## config.mk

```make
export PLATFORM = sky130hd
export DESIGN_NAME = alu_serial_rx
export DESIGN_NICKNAME = d
export VERILOG_FILES = /design/src/rtl/alu_pkg.sv /design/src/rtl/alu_crc4_serial.sv /design/src/rtl/alu_serial_rx.sv
export SDC_FILE = /design/constraint.sdc
export NUM_CORES = 1
export LEC_CHECK = 0
export ABC_AREA = 1
export CELL_PAD_IN_SITES_DETAIL_PLACEMENT = 1
export CELL_PAD_IN_SITES_GLOBAL_PLACEMENT = 2
export CORE_MARGIN = 4
export CORE_UTILIZATION = 28
export CTS_CLUSTER_SIZE = 24
export DETAILED_ROUTE_END_ITERATION = 8
export PLACE_DENSITY_LB_ADDON = 0.15
export SETUP_SLACK_MARGIN = 0.15
export SLEW_MARGIN = 20
export SYNTH_ARGS = -nofsm -noshare
export SYNTH_HDL_FRONTEND = slang
export SYNTH_SLANG_ARGS = --single-unit
```

## constraint.sdc

```tcl
create_clock -name clk -period 1.5 [get_ports clk]
set_input_delay 0.15 -clock clk [delete_from_list [all_inputs] [get_ports clk]]
set_output_delay 0.15 -clock clk [all_outputs]
set_load 0.02 [all_outputs]
```

## src/rtl/alu_pkg.sv

```systemverilog
// alu_pkg: types, packet constants and CRC helpers shared by the ALU
// receiver, its CRC engine and the bench.
//   operation_t  - legal ALU opcodes
//   rx_state_t   - receiver packet-level state
//   PKT_BITS, PAYLOAD_BITS, TYPE_DATA, TYPE_CTL - packet layout
//   crc4_next    - one serial step of CRC x^4+x+1 (MSB first)
//   crc4         - CRC over a full 68-bit {B, A, 1'b1, op} vector
package alu_pkg;

   localparam int unsigned PKT_BITS     = 11;
   localparam int unsigned PAYLOAD_BITS = PKT_BITS - 3;
   localparam logic        TYPE_DATA    = 1'b0;
   localparam logic        TYPE_CTL     = 1'b1;
   localparam int unsigned CRC_W        = 4;
   localparam int unsigned CRC_MSG_W    = 68;

   typedef enum logic [2:0] {
      OP_AND = 3'b000,
      OP_OR  = 3'b001,
      OP_ADD = 3'b100,
      OP_SUB = 3'b101
   } operation_t;

   typedef enum logic [1:0] {
      ST_IDLE,
      ST_TYPE,
      ST_BYTE,
      ST_STOP
   } rx_state_t;

   // One serial CRC step: feedback = msb ^ incoming bit, taps x^1 and x^0.
   function automatic logic [CRC_W-1:0] crc4_next(input logic [CRC_W-1:0] crc,
                                                  input logic              din);
      logic fb;
      fb = crc[CRC_W-1] ^ din;
      return {crc[CRC_W-2:0], 1'b0} ^ (fb ? 4'b0011 : 4'b0000);
   endfunction

   function automatic logic [CRC_W-1:0] crc4(input logic [CRC_MSG_W-1:0] msg);
      logic [CRC_W-1:0] crc;
      crc = '0;
      for (int i = CRC_MSG_W - 1; i >= 0; i--) begin
         crc = crc4_next(crc, msg[i]);
      end
      return crc;
   endfunction

   function automatic logic op_legal(input logic [2:0] opc);
      case (opc)
         OP_AND, OP_OR, OP_ADD, OP_SUB: return 1'b1;
         default:                       return 1'b0;
      endcase
   endfunction

endpackage

```

## src/rtl/alu_crc4_serial.sv

```systemverilog
// alu_crc4_serial: bit-serial CRC x^4+x+1 remainder register, initial 0.
//   clk, rst - clock, synchronous active-high reset
//   din      - message bit, MSB first
//   shift    - fold din into the remainder this cycle
//   clr      - return the remainder to 0 (wins over shift)
//   rem      - current 4-bit remainder
module alu_crc4_serial
   import alu_pkg::*;
(
   input  logic             clk,
   input  logic             rst,
   input  logic             din,
   input  logic             shift,
   input  logic             clr,
   output logic [CRC_W-1:0] rem
);

   always_ff @(posedge clk) begin
      if (rst || clr) begin
         rem <= '0;
      end else if (shift) begin
         rem <= crc4_next(rem, din);
      end
   end

endmodule

```

## src/rtl/alu_serial_rx.sv

```systemverilog
// alu_serial_rx: deserialises the single-wire ALU frame (8 DATA packets
// carrying B then A, then one CTL packet with op and CRC), checks framing,
// packet order, CRC and opcode, and strobes the result for one cycle.
//   clk, rst   - clock, synchronous active-high reset
//   sin        - serial line, idles high
//   out_valid  - frame accepted; b, a, op hold the decoded values
//   b, a, op   - last accepted operands/opcode
//   err_data   - framing (stop bit) or packet-order error
//   err_crc    - CRC mismatch
//   err_op     - illegal opcode
// Build option: define ALU_RX_CRC_CHECK_EN to compute and check the CRC;
// without it the CRC field is ignored and err_crc stays 0.
module alu_serial_rx
   import alu_pkg::*;
#(
   parameter int unsigned DATA_PKTS = 8
) (
   input  logic        clk,
   input  logic        rst,
   input  logic        sin,
   output logic        out_valid,
   output logic [31:0] b,
   output logic [31:0] a,
   output logic [2:0]  op,
   output logic        err_data,
   output logic        err_crc,
   output logic        err_op
);

   localparam int unsigned CNT_W   = $clog2(DATA_PKTS + 1);
   localparam int unsigned FRAME_W = 64;
   localparam int unsigned BIT_W   = $clog2(PAYLOAD_BITS);

   rx_state_t                state_q, state_d;
   logic                     type_q;
   logic [BIT_W-1:0]         bit_cnt_q;
   logic [PAYLOAD_BITS-1:0]  byte_q;
   logic [FRAME_W-1:0]       frame_q;
   logic [CNT_W-1:0]         count_q;

   logic store_c;
   logic clear_c;
   logic crc_bad_c;
   logic valid_d, err_data_d, err_crc_d, err_op_d;

   // State register.
   always_ff @(posedge clk) begin
      if (rst) state_q <= ST_IDLE;
      else     state_q <= state_d;
   end

   // Next state and stop-bit dispatch.
   always_comb begin
      state_d    = state_q;
      store_c    = 1'b0;
      clear_c    = 1'b0;
      valid_d    = 1'b0;
      err_data_d = 1'b0;
      err_crc_d  = 1'b0;
      err_op_d   = 1'b0;
      case (state_q)
         ST_IDLE: if (!sin) state_d = ST_TYPE;
         ST_TYPE: state_d = ST_BYTE;
         ST_BYTE: if (bit_cnt_q == BIT_W'(PAYLOAD_BITS - 1)) state_d = ST_STOP;
         ST_STOP: begin
            state_d = ST_IDLE;
            if (!sin) begin
               err_data_d = 1'b1;
               clear_c    = 1'b1;
            end else if (type_q == TYPE_DATA) begin
               if (count_q < CNT_W'(DATA_PKTS)) begin
                  store_c = 1'b1;
               end else begin
                  err_data_d = 1'b1;
                  clear_c    = 1'b1;
               end
            end else if (count_q != CNT_W'(DATA_PKTS)) begin
               err_data_d = 1'b1;
               clear_c    = 1'b1;
            end else begin
               clear_c = 1'b1;
               if (crc_bad_c)                   err_crc_d = 1'b1;
               else if (!op_legal(byte_q[6:4])) err_op_d  = 1'b1;
               else                             valid_d   = 1'b1;
            end
         end
         default: state_d = ST_IDLE;
      endcase
   end

   // Packet shifter, frame buffer, packet count and registered outputs.
   always_ff @(posedge clk) begin
      if (rst) begin
         type_q    <= TYPE_DATA;
         bit_cnt_q <= '0;
         byte_q    <= '0;
         frame_q   <= '0;
         count_q   <= '0;
         out_valid <= 1'b0;
         err_data  <= 1'b0;
         err_crc   <= 1'b0;
         err_op    <= 1'b0;
         b         <= '0;
         a         <= '0;
         op        <= '0;
      end else begin
         if (state_q == ST_TYPE) begin
            type_q    <= sin;
            bit_cnt_q <= '0;
         end
         if (state_q == ST_BYTE) begin
            byte_q    <= {byte_q[PAYLOAD_BITS-2:0], sin};
            bit_cnt_q <= bit_cnt_q + BIT_W'(1);
         end
         // Stale bytes need no clearing: acceptance needs 8 fresh stores.
         if (store_c) begin
            frame_q <= {frame_q[FRAME_W-PAYLOAD_BITS-1:0], byte_q};
            count_q <= count_q + CNT_W'(1);
         end
         if (clear_c) count_q <= '0;
         if (valid_d) begin
            b  <= frame_q[63:32];
            a  <= frame_q[31:0];
            op <= byte_q[6:4];
         end
         out_valid <= valid_d;
         err_data  <= err_data_d;
         err_crc   <= err_crc_d;
         err_op    <= err_op_d;
      end
   end

`ifdef ALU_RX_CRC_CHECK_EN
   logic [CRC_W-1:0] crc_rem;
   logic [CRC_W-1:0] crc_fold_c;
   logic             crc_shift_c;

   // Only payload bits that will be stored as operands enter the CRC.
   assign crc_shift_c = (state_q == ST_BYTE) && (type_q == TYPE_DATA) &&
                        (count_q < CNT_W'(DATA_PKTS));

   alu_crc4_serial u_crc (
      .clk   (clk),
      .rst   (rst),
      .din   (sin),
      .shift (crc_shift_c),
      .clr   (clear_c),
      .rem   (crc_rem)
   );

   // Fold the trailing {1'b1, op} into the running remainder at CTL time.
   always_comb begin
      crc_fold_c = crc4_next(crc_rem, 1'b1);
      crc_fold_c = crc4_next(crc_fold_c, byte_q[6]);
      crc_fold_c = crc4_next(crc_fold_c, byte_q[5]);
      crc_fold_c = crc4_next(crc_fold_c, byte_q[4]);
   end

   assign crc_bad_c = (crc_fold_c != byte_q[3:0]);
`else
   assign crc_bad_c = 1'b0;
`endif

endmodule

```

==> load_flow_metrics.sql <==
INSERT INTO impl_metrics (metric_group, metric, value, unit) VALUES
('layout', 'layout-drive-gt1-share', '0.297', ''),
('setup_path', 'crit_required', '1840', 'ps'),
('sta', 'slew_viol_final', '0', ''),
('routing', 'ant_nets', '0', ''),
('setup_path', 'crit_path_start', 'state_q[0]$_SDFFE_PP0P_', ''),
('place', 'number_of_buffers_added_on_ports', '72', ''),
('power', 'power.switching', '3.19', 'mW'),
('setup_path', 'timing.critical_path.arrival', '1880', 'ps'),
('layout', 'fin_nets', '1085', ''),
('yosys', 'synthesis.instances', '970', ''),
('yosys', 'synth.area.top_cells', 'sky130_fd_sc_hd__dfxtp_1 (46%), sky130_fd_sc_hd__nand2_1 (12%), sky130_fd_sc_hd__inv_1 (12%), sky130_fd_sc_hd__nand4_1 (6.3%), sky130_fd_sc_hd__a21oi_1 (5.7%)', ''),
('setup_path', 'r2r-start', 'state_q[0]$_SDFFE_PP0P_', ''),
('setup_path', 'timing.reg2reg.setup_slack', '-40', 'ps'),
('routing', 'initialDrtViolationCount', '384', ''),
('grt', 'antenna_found_initial', '0', ''),
('grt', 'gr-usage-all-layers', '0.167', ''),
('clocking', 'cts_buffer_depth', '2', ''),
('sta', 'post-route-worst-setup-slack', '-39.5', 'ps'),
('grt', 'grt_util_met3', '0.0251', ''),
('yosys', 'seq_area_frac_synth', '0.459', ''),
('layout', 'final_cell_mix', 'sky130_fd_sc_hd__inv_1 (182), sky130_fd_sc_hd__dfxtp_1 (148), sky130_fd_sc_hd__nand2_1 (120)', ''),
('power', 'pwr-share-comb', '0.194', ''),
('setup_path', 'endpoint', 'frame_q[45]$_SDFFE_PP0P_', ''),
('yosys', 'synth.largest_area_cell', 'sky130_fd_sc_hd__dfxtp_1', ''),
('grt', 'grt_most_used_layer', 'met2', ''),
('yosys', 'synth_area_per_cell', '6.84', 'um2'),
('clocking', 'cts_max_level', '4', ''),
('power', 'total_power', '11.6', 'mW'),
('die', 'row_count', '56', ''),
('yosys', 'netlist.area_leader.share', '0.459', ''),
('grt', 'use_met1', '0.238', ''),
('grt', 'grt_util_met2', '0.267', ''),
('status', 'outcome', 'finished with violations', ''),
('layout', 'mostFrequentLayoutCell', 'sky130_fd_sc_hd__inv_1', ''),
('setup_path', 'end_kind', 'register', ''),
('setup_path', 'worstPathMaxFanout', '8', ''),
('status', 'failing_checks', 'setup timing', ''),
('yosys', 'synth-seq-cells', '152', ''),
('sta', 'finalSetupViolCount', '4', ''),
('routing', 'dr_total_vias', '6407', ''),
('setup_path', 'start_kind', 'register', ''),
('yosys', 'synthDistinctLibCells', '22', ''),
('clocking', 'cts_root_buf', 'sky130_fd_sc_hd__clkbuf_16', ''),
('layout', 'nFillCells', '2823', ''),
('yosys', 'yosys_warnings', '0', ''),
('layout', 'multi_input_comb_area', '3360', 'um2'),
('routing', 'detail_route.wl_per_cell', '17.6', 'um'),
('clocking', 'clk_transition_reported_paths', '60', 'ps'),
('grt', 'grt_pass1_vias', '6364', ''),
('place', 'place_inst', '1326', ''),
('die', 'die-area', '26200', 'um2'),
('grt', 'grt_pass1_wl', '34800', 'um'),
('layout', 'insertedDiodeCount', '0', ''),
('power', 'clockPowerShare', '0.437', ''),
('sta', 'maxClockFrequency', '0.650', 'GHz'),
('power', 'power.sequential.fraction', '0.369', ''),
('die', 'die_h', '162', 'um'),
('sta', 'rsz0062_at_grt', 'yes', ''),
('power', 'power.static_leakage', '4.24', 'nW'),
('sta', 'final_period_minus_worst_setup_slack', '1540', 'ps'),
('power', 'pwr_density_cell', '1130', 'nW/um2'),
('power', 'power.switching_fraction', '0.275', ''),
('routing', 'via_per_inst', '4.56', ''),
('sta', 'post-route-period-util', '1.03', ''),
('worst_hold_path', 'min_path_type', 'primary input to register', ''),
('clocking', 'tritoncts_clock_tree', 'built', ''),
('setup_path', 'critical_path_class', 'register to register', ''),
('sta', 'clock_skew', '6.23', 'ps'),
('routing', 'detail_route.wirelength', '24700', 'um'),
('layout', 'syn_to_final_growth', '55.4', '%'),
('clocking', 'tritoncts.num_buffers', '17', '');
==> critical path, cell delays in order, from the launching register on <==
cell and delay (ps):
sky130_fd_sc_hd__dfxtp_2 340, sky130_fd_sc_hd__ha_4 180, sky130_fd_sc_hd__buf_4 140, sky130_fd_sc_hd__buf_12 120, sky130_fd_sc_hd__nand3_4 100, sky130_fd_sc_hd__buf_12 170, sky130_fd_sc_hd__clkbuf_16 200, sky130_fd_sc_hd__nand2_4 50
sky130_fd_sc_hd__a21oi_2 150
==> timing repair <==
action,CTS,global route
setup buffers,9,9
pin swaps,0,118
hold buffers,0,0
cloned,13,16
resized for setup,96,282
setup endpoints to repair,207,149
==> kinds of logic after synthesis <==
logic type / after synthesis / share of synthesized area
flip-flops: 152 / 0.459
other: 1 / 0.000566
buffers and inverters: 280 / 0.166
adder cells (fa/ha/maj): 9 / 0.0170
AO/OA/AOI/OAI: 89 / 0.0676
AND/OR/NAND/NOR: 439 / 0.290
==> flip-flops by register name (all words and copies together), names as in the netlist <==
| signal | count |
|---|---|
| state_q | 2 |
| count_q | 4 |
| err_op | 1 |
| err_data | 1 |
| a | 32 |
| byte_q | 8 |
| bit_cnt_q | 3 |
| type_q | 1 |
| out_valid | 1 |
| b | 32 |
| frame_q | 64 |
| op | 3 |
==> how the worst min path moves through the flow <==
stage	to	cells after the start	start	slack, ps
finish	a[13]$_SDFFE_PP0P_	5	rst	260
floorplan	byte_q[0]$_SDFFE_PP0P_	2	sin	280
global route	a[13]$_SDFFE_PP0P_	5	rst	270
detailed placement	op[1]$_SDFFE_PP0P_	2	op[1]$_SDFFE_PP0P_	460
global placement	frame_q[58]$_SDFFE_PP0P_	2	frame_q[58]$_SDFFE_PP0P_	450
CTS	type_q$_SDFFE_PP0N_	3	rst	240
==> final cells by class <==
type / count / area share
clock inverter: 11 / 0.0211
multi-input combinational: 538 / 0.326
timing repair buffer: 152 / 0.194
clock buffer: 21 / 0.0457
tap: 319 / 0.0387
sequential: 152 / 0.296
inverter: 212 / 0.0780
==> per-stage QoR <==
step | util | worst slack, ps | hold WS (ps) | area (um2) | TNS (ps)
after floorplan | - | 159 | 285 | 6670 | 0
after detailed placement | 0.337 | -132 | 457 | 7890 | -6780
final | 0.440 | -39.5 | 262 | 10300 | -48.8
after global placement | 0.337 | -86.8 | 454 | 7890 | -3720
after global routing | 0.440 | -84.4 | 272 | 10300 | -4020
after CTS | 0.384 | 64.3 | 238 | 8990 | 0
==> layer usage <==
metal / wire length, um / share of wire
met1: 11900 / 0.48
met3: 862 / 0.035
met5: 0 / 0
met4: 193 / 0.0078
met2: 11700 / 0.47
==> power groups by stage <==
| stage | combinational [mW] | sequential (mW) | clock (mW) |
|---|---|---|---|
| floorplan | 0.809 | 4.34 | 0 |
| global placement | 1.25 | 4.36 | 0 |
| detailed placement | 1.27 | 4.36 | 0 |
| CTS | 1.81 | 4.28 | 5.14 |
| global route | 2.40 | 4.30 | 5.36 |
| finish | 2.25 | 4.28 | 5.06 |
==> cell usage after synthesis <==
cell type and number:
sky130_fd_sc_hd__a211oi_1 1, sky130_fd_sc_hd__nand3_2 1, sky130_fd_sc_hd__buf_2 22, sky130_fd_sc_hd__nand2_1 213, sky130_fd_sc_hd__nor2_1 83, sky130_fd_sc_hd__dfxtp_1 152, sky130_fd_sc_hd__nand4_1 67, sky130_fd_sc_hd__inv_2 3
sky130_fd_sc_hd__ha_1 9, sky130_fd_sc_hd__nor3_1 1, sky130_fd_sc_hd__nand3_1 70, sky130_fd_sc_hd__o21ai_0 12, sky130_fd_sc_hd__and2_1 1, sky130_fd_sc_hd__inv_1 209, sky130_fd_sc_hd__a21oi_1 76, sky130_fd_sc_hd__buf_1 16
sky130_fd_sc_hd__nor3b_1 1, sky130_fd_sc_hd__buf_4 2, sky130_fd_sc_hd__buf_6 2, sky130_fd_sc_hd__conb_1 1, sky130_fd_sc_hd__nor2_2 2, sky130_fd_sc_hd__clkbuf_1 26
Power figures use the tool's default switching activity.
